--- src/rtl/lsu_arbiter_if.sv ---
// Requester-side command/response bundle for lsu_arbiter.
// master = requester (core LSU path, DMA, debug); slave = the arbiter.
interface lsu_arbiter_if;
    logic        req;
    logic        we;
    logic        ld_us;
    logic [3:0]  byte_num;
    logic [31:0] addr;
    logic [31:0] wdata;
    logic        gnt;
    logic        rvalid;
    logic [31:0] rdata;
    logic        err;

    modport master (
        output req, we, ld_us, byte_num, addr, wdata,
        input  gnt, rvalid, rdata, err
    );

    modport slave (
        input  req, we, ld_us, byte_num, addr, wdata,
        output gnt, rvalid, rdata, err
    );
endinterface

--- src/rtl/lsu_arbiter.sv ---
// Two-requester arbiter in front of the single LSU port: IDLE -> ISSUE -> RESP.
// Define LSU_ARB_STAT_EN to add saturating 16-bit per-requester grant counters.
module lsu_arbiter #(
    parameter bit RR_EN = 1'b1
) (
    input  logic               clk_i,
    input  logic               rst_ni,
    lsu_arbiter_if.slave       m0,
    lsu_arbiter_if.slave       m1,
    output logic               lsu_sten_o,
    output logic               lsu_ld_us_o,
    output logic [3:0]         lsu_byte_num_o,
    output logic [31:0]        lsu_addr_o,
    output logic [31:0]        lsu_st_data_o,
    input  logic [31:0]        lsu_ld_data_i
`ifdef LSU_ARB_STAT_EN
    ,
    output logic [15:0]        m0_cnt_o,
    output logic [15:0]        m1_cnt_o
`endif
);

    typedef struct packed {
        logic        we;
        logic        ld_us;
        logic [3:0]  byte_num;
        logic [31:0] addr;
        logic [31:0] wdata;
    } cmd_t;

    typedef enum logic [1:0] {IDLE, ISSUE, RESP} state_e;

    state_e           state_q, state_d;
    cmd_t [1:0]       req_cmd;
    cmd_t             cmd_q;
    logic [1:0]       req;
    logic             win;
    logic             latch_en;
    logic             owner_q;
    logic             legal_q;
    logic             last_q;
    logic [1:0][31:0] rdata_q;
    logic [1:0]       gnt, rvalid, err;

    function automatic logic is_legal(cmd_t c);
        if (c.we) return |c.byte_num;
        return (c.byte_num == 4'b0001) || (c.byte_num == 4'b0011) || (c.byte_num == 4'b1111);
    endfunction

    assign req        = {m1.req, m0.req};
    assign req_cmd[0] = {m0.we, m0.ld_us, m0.byte_num, m0.addr, m0.wdata};
    assign req_cmd[1] = {m1.we, m1.ld_us, m1.byte_num, m1.addr, m1.wdata};

    // last_q holds the most recently granted requester; on conflict the other one wins
    always_comb begin
        win = req[1];
        if (req == 2'b11) win = RR_EN ? ~last_q : 1'b0;
    end

    always_ff @(posedge clk_i or negedge rst_ni) begin
        if (!rst_ni) state_q <= IDLE;
        else         state_q <= state_d;
    end

    always_comb begin
        state_d = state_q;
        case (state_q)
            IDLE:    if (|req) state_d = ISSUE;
            ISSUE:   state_d = RESP;
            RESP:    state_d = (|req) ? ISSUE : IDLE;
            default: state_d = IDLE;
        endcase
    end

    assign latch_en = (state_d == ISSUE);

    always_ff @(posedge clk_i or negedge rst_ni) begin
        if (!rst_ni) begin
            cmd_q   <= '0;
            owner_q <= 1'b0;
            legal_q <= 1'b0;
            last_q  <= 1'b1;
            rdata_q <= '0;
        end else begin
            if (latch_en) begin
                cmd_q   <= req_cmd[win];
                owner_q <= win;
                legal_q <= is_legal(req_cmd[win]);
            end
            if (state_q == ISSUE) begin
                last_q           <= owner_q;
                rdata_q[owner_q] <= (!cmd_q.we && legal_q) ? lsu_ld_data_i : 32'h0;
            end
        end
    end

    always_comb begin
        gnt        = 2'b00;
        rvalid     = 2'b00;
        err        = 2'b00;
        lsu_sten_o = 1'b0;
        case (state_q)
            ISSUE: begin
                gnt[owner_q] = 1'b1;
                lsu_sten_o   = cmd_q.we & legal_q;
            end
            RESP: begin
                rvalid[owner_q] = 1'b1;
                err[owner_q]    = ~legal_q;
            end
            default: ;
        endcase
    end

    assign m0.gnt    = gnt[0];
    assign m1.gnt    = gnt[1];
    assign m0.rvalid = rvalid[0];
    assign m1.rvalid = rvalid[1];
    assign m0.err    = err[0];
    assign m1.err    = err[1];
    assign m0.rdata  = rdata_q[0];
    assign m1.rdata  = rdata_q[1];

    assign lsu_ld_us_o    = cmd_q.ld_us;
    assign lsu_byte_num_o = cmd_q.byte_num;
    assign lsu_addr_o     = cmd_q.addr;
    assign lsu_st_data_o  = cmd_q.wdata;

`ifdef LSU_ARB_STAT_EN
    logic [1:0][15:0] cnt_q;

    always_ff @(posedge clk_i or negedge rst_ni) begin
        if (!rst_ni) begin
            cnt_q <= '0;
        end else begin
            for (int k = 0; k < 2; k++)
                if (gnt[k] && cnt_q[k] != 16'hFFFF) cnt_q[k] <= cnt_q[k] + 16'd1;
        end
    end

    assign m0_cnt_o = cnt_q[0];
    assign m1_cnt_o = cnt_q[1];
`endif

endmodule

--- src/flat_wrapper.sv ---
// flat-port wrapper written by rule: the top's interface ports become plain ports
module lsu_arbiter_flat 
#(
    parameter bit RR_EN = 1'b1
)
  (clk_i, rst_ni, lsu_sten_o, lsu_ld_us_o, lsu_byte_num_o, lsu_addr_o, lsu_st_data_o, lsu_ld_data_i, m0_req, m0_we, m0_ld_us, m0_byte_num, m0_addr, m0_wdata, m0_gnt, m0_rvalid, m0_rdata, m0_err, m1_req, m1_we, m1_ld_us, m1_byte_num, m1_addr, m1_wdata, m1_gnt, m1_rvalid, m1_rdata, m1_err);
  lsu_arbiter_if m0_i ();
  lsu_arbiter_if m1_i ();
  input  logic clk_i;
  input  logic rst_ni;
  output logic lsu_sten_o;
  output logic lsu_ld_us_o;
  output logic [3:0] lsu_byte_num_o;
  output logic [31:0] lsu_addr_o;
  output logic [31:0] lsu_st_data_o;
  input  logic [31:0] lsu_ld_data_i;
  input wire logic [$bits(m0_i.req)-1:0] m0_req;
  input wire logic [$bits(m0_i.we)-1:0] m0_we;
  input wire logic [$bits(m0_i.ld_us)-1:0] m0_ld_us;
  input wire logic [$bits(m0_i.byte_num)-1:0] m0_byte_num;
  input wire logic [$bits(m0_i.addr)-1:0] m0_addr;
  input wire logic [$bits(m0_i.wdata)-1:0] m0_wdata;
  output wire logic [$bits(m0_i.gnt)-1:0] m0_gnt;
  output wire logic [$bits(m0_i.rvalid)-1:0] m0_rvalid;
  output wire logic [$bits(m0_i.rdata)-1:0] m0_rdata;
  output wire logic [$bits(m0_i.err)-1:0] m0_err;
  input wire logic [$bits(m1_i.req)-1:0] m1_req;
  input wire logic [$bits(m1_i.we)-1:0] m1_we;
  input wire logic [$bits(m1_i.ld_us)-1:0] m1_ld_us;
  input wire logic [$bits(m1_i.byte_num)-1:0] m1_byte_num;
  input wire logic [$bits(m1_i.addr)-1:0] m1_addr;
  input wire logic [$bits(m1_i.wdata)-1:0] m1_wdata;
  output wire logic [$bits(m1_i.gnt)-1:0] m1_gnt;
  output wire logic [$bits(m1_i.rvalid)-1:0] m1_rvalid;
  output wire logic [$bits(m1_i.rdata)-1:0] m1_rdata;
  output wire logic [$bits(m1_i.err)-1:0] m1_err;
  assign m0_i.req = m0_req;
  assign m0_i.we = m0_we;
  assign m0_i.ld_us = m0_ld_us;
  assign m0_i.byte_num = m0_byte_num;
  assign m0_i.addr = m0_addr;
  assign m0_i.wdata = m0_wdata;
  assign m0_gnt = m0_i.gnt;
  assign m0_rvalid = m0_i.rvalid;
  assign m0_rdata = m0_i.rdata;
  assign m0_err = m0_i.err;
  assign m1_i.req = m1_req;
  assign m1_i.we = m1_we;
  assign m1_i.ld_us = m1_ld_us;
  assign m1_i.byte_num = m1_byte_num;
  assign m1_i.addr = m1_addr;
  assign m1_i.wdata = m1_wdata;
  assign m1_gnt = m1_i.gnt;
  assign m1_rvalid = m1_i.rvalid;
  assign m1_rdata = m1_i.rdata;
  assign m1_err = m1_i.err;
  lsu_arbiter #(.RR_EN(RR_EN)) u_core (.clk_i(clk_i), .rst_ni(rst_ni), .m0(m0_i), .m1(m1_i), .lsu_sten_o(lsu_sten_o), .lsu_ld_us_o(lsu_ld_us_o), .lsu_byte_num_o(lsu_byte_num_o), .lsu_addr_o(lsu_addr_o), .lsu_st_data_o(lsu_st_data_o), .lsu_ld_data_i(lsu_ld_data_i));
endmodule
--- config.mk ---
export PLATFORM = sky130hd
export DESIGN_NAME = lsu_arbiter_flat
export DESIGN_NICKNAME = d
export VERILOG_FILES = /design/src/rtl/lsu_arbiter_if.sv /design/src/rtl/lsu_arbiter.sv /design/src/flat_wrapper.sv
export SDC_FILE = /design/constraint.sdc
export NUM_CORES = 1
export LEC_CHECK = 0
export CAP_MARGIN = 20
export CORE_AREA = 2 2 130 132
export CTS_CLUSTER_SIZE = 14
export DETAILED_ROUTE_END_ITERATION = 12
export DIE_AREA = 0 0 132 134
export HOLD_SLACK_MARGIN = 0.02
export PLACE_DENSITY_LB_ADDON = 0.25
export SKIP_LAST_GASP = 1
export SYNTH_ARGS = -nofsm -noshare
export SYNTH_HDL_FRONTEND = slang
export SYNTH_SLANG_ARGS = --single-unit
--- constraint.sdc ---
create_clock -name clk_i -period 1.65 [get_ports clk_i]
set_input_delay 0.4125 -clock clk_i [delete_from_list [all_inputs] [get_ports clk_i]]
set_output_delay 0.4125 -clock clk_i [all_outputs]
set_load 0.02 [all_outputs]
==> summary.md <==
| Metric | Value |
|---|---|
| Status | finished, violations left |
| Failing checks | setup timing |
| Worst path cell trace | buf_6 > nor3b_4 > nor2b_4 > buf_6 |
| Yosys top cell by area | dfrtp_1 |
| Chip width | 132 µm |
| Count of buffers from port buffering | around 320 |
| DRT iter0 DRCs | between 150 and 200 |
| # nets final | 1,095 |
| Clock buffer depth | 2 |
| DP Area | between 9000 and 10,000 µm² |
| Final WS setup | -0.252 ns |
| CP most frequent cell | buf_6 |
| H-tree depth | 4 |
| Post-Synth Adder-Cell Area | 0% |
| Compound-cell area share of the yosys netlist | around 13% |
| TritonCTS Sinks | approximately 140 |
| Gr usage total | 20.4% |
| Overall die height | about 130 µm |
| Rel. slew slack | around two thirds |
| Area share of the leading cell type in the synthesized netlist | 53.0% |
| DRT Pass-1 Iters | 4 |
| Syn Nets | just over 800 |
| Final instance area | approximately 10,000 µm² |
| Final Hold Viols | 0 |
| HP Class | in2async |
| Core Util, Final | 62.2% |
| WL met2 | approximately 8600 µm |
| Syn. warnings | 0 |
| Met3 Wirelength | between 1500 and 2000 µm |
| Crit share post-route | 115% |
| Max Freq | between 500 and 600 MHz |
| Non-filler cells, final | around 1,200 |
| Via/cell ratio | approximately 4.6 |
| Post-route minimum period | between 1.5 and 2 ns |
| Vias in the first global route | between 5,000 and 6,000 |
| Die area | 17,700 µm² |
| CP max FO | 5 |
| CTS tree | done |
| Antenna Cells | 0 |
| Pin count of the biggest net entering global routing | 66 |
| GP Congestion | 0.768 |
| CP max stage cell | dfrtp_2 |
| Synth Area per Inst | 10.0 µm² |
| Largest family of logic cells by synthesized area | compound AO/OA/AOI/OAI gates |
| Worst Path Arrival | approximately 1.5 ns |
| # Max-Cap Violations | 0 |
| I/O pins | ~320 |
| Uppermost layer routed | met4 |
| Worst-path clk slew | around 0.060 ns |
| Inst Count DP | approximately 1,100 |
| Area delta synth->final | 55.6% |
| Initial antenna violation count | 0 |
| VDD IR max | 0.708 mV |
| Root Driver | clkbuf_16 |
| Num rows | between 40 and 50 |
| RSZ-0062 raised after global routing | true |
| Mapped Area | around 6500 µm² |
| Initial core utilization | around two fifths |
| DP HPWL | 13,300 µm |
| Final wirelength | about 17,000 µm |
| Fin Clk Skew | a little under 0.009 ns |
| CP Launch Type | flip-flop |
| Skew-Pair Late Insertion Delay | between 0.4 and 0.5 ns |
| Worst-Margin Slew | 0.502 ns |
| Vias | roughly 5,300 |
| Drt drc | 0 |
| Post-Synth Simple-Gate Area | 11.0% |
| Synth unique cells | 29 |
| CP Class | reg2out |
| Sequential-to-total area share from yosys stat | ~53% |
| Critical path required time | between 1 and 1.5 ns |
| DR WL/cell | 15.1 µm |
| Area of the core | between 15,000 and 20,000 µm² |
| First-pass GRT wire length | 28,300 µm |
| Area share of xor/xnor cells in the synthesized design | 0% |
| Placement Setup Slack | -0.362 ns |
| Post-route ant nets | 0 |
| Congestion Overflow GR | 0 |
| Crit end category | output port |
| Met1 Routed Length | approximately 6900 µm |
| Power Density | about 1300 nW/µm² |
| Area contributors post-synth | dfrtp_1 (53%), mux2i_1 (11%), nand2_1 (9.8%), buf_4 (8.1%), o21ai_0 (8.0%) |
| Leak Pwr | between 0.004 and 0.005 µW |
| Worst path max stage delay | between 0.4 and 0.5 ns |
| Post-synthesis mux area share | 10.8% |
| Synthesized flop and latch total | around 140 |
| Max Slew Vio Count | 0 |
| Post-synthesis cell count | about 650 |
| CTS buffer count | 17 |
| # setup viols final | 7 |
| Layout cells sized above 1 | 11.8% |
## cells in the final DEF, fill, tap and decap left out, types with 5 or more instances in the layout
cell,count
clkdlybuf4s50_1,174
nand2_1,170
dfrtp_1,137
dlygate4sd2_1,133
o21ai_0,104
mux2i_1,70
buf_4,26
o21ai_2,17
clkbuf_16,17
buf_6,15
o21ai_1,14
buf_12,12
clkbuf_1,5
## logic make-up after synthesis
logic type,count (synthesis)
compound gates,144
buf+inv,113
flops,139
mux,70
simple gates,182
## per-stage QoR
step,power (µW),hold WS [ns],setup TNS [ns]
after floorplan,7940,0.117,0
after global placement,10300,0.298,-15.57
after detailed placement,10400,0.296,-16.36
after CTS,13400,0.441,-1.46
after global routing,14000,0.461,-2.10
final,13200,0.458,-1.38
## critical path, delay by kind of cell (launching register included)
| kind | cells | cell delay, ns |
|---|---|---|
| DFF | 1 | 0.43 |
| and+or+nand+nor | 2 | 0.40 |
| buffers and inverters | 2 | 0.25 |
## path summary, 6_finish.rpt
path / start / endpoint / cells after the start / slack [ns]
max: u_core.state_q[0] / m0_err / 4 / -0.25
min: rst_ni / u_core.lsu_addr_o[11] / 2 / 0.46
max reg2reg: u_core.owner_q / u_core.m0.rdata[5] / 5 / 0.04
min reg2reg: u_core.m0.rdata[21] / u_core.m0.rdata[21] / 2 / 0.47
max in group asynchronous: rst_ni / u_core.lsu_st_data_o[12] / 3 / 0.64
min in group clk_i: u_core.m0.rdata[21] / u_core.m0.rdata[21] / 2 / 0.47
## synthesized netlist by cell type
cell      instances
nand2_1         170
dfrtp_1         138
o21ai_0         104
buf_4            70
mux2i_1          70
o21ai_2          17
buf_2            15
o21ai_1          14
buf_6            12
clkbuf_1         12
inv_1             4
nor2b_1           4
a31o_2            2
a21boi_1          1
a221oi_1          1
a22oi_1           1
and3_1            1
and3b_1           1
dfstp_2           1
nand2b_1          1
nand3b_1          1
nor2_1            1
nor3b_1           1
o21a_1            1
o21bai_1          1
o21bai_2          1
o221ai_1          1
or3_1             1
or3b_1            1
## registers in the layout, indices dropped and copies added (netlist names)
register and count:
u_core.lsu_addr_o 32, u_core.lsu_st_data_o 32, u_core.m0.rdata 32, u_core.m1.rdata 32
u_core.lsu_byte_num_o 4, u_core.state_q 2, u_core.cmd_q 1, u_core.last_q 1
u_core.legal_q 1, u_core.lsu_ld_us_o 1, u_core.owner_q 1
## metal layers
metal / track usage, % / vias to the layer above
met5: 0 / -
met4: 7.85 / 0
met3: 7.79 / 29
met2: 33.5 / 224
met1: 24.4 / 2400
li1: - / 2647
## area by class of cell
cell class / count / area [µm²]
fillers: 1454 / 6160
repair buffers: 361 / 3520
flip-flops and latches: 139 / 3480
multi-input cells: 396 / 2290
clock buffers: 25 / 485
well taps: 220 / 275
clock inverters: 6 / 63.8
inverters: 4 / 15.0
## power by group
group	leakage [µW]	total, µW	internal, µW	switching [µW]
Sequential	0.00176	4830	4350	477
Clock	0.000263	3530	2180	1350
Combinational	0.00286	4850	2070	2780
## what timing repair did
item / in CTS / in global routing
endpoints found under the setup margin: 172 / 24
gates resized for setup: 188 / 5
hold endpoints to repair: 19 / 0
pin swaps: 2 / 2
hold buffers: 1 / 0
setup buffers: 1 / 2
(Power assumes the default switching activity.)
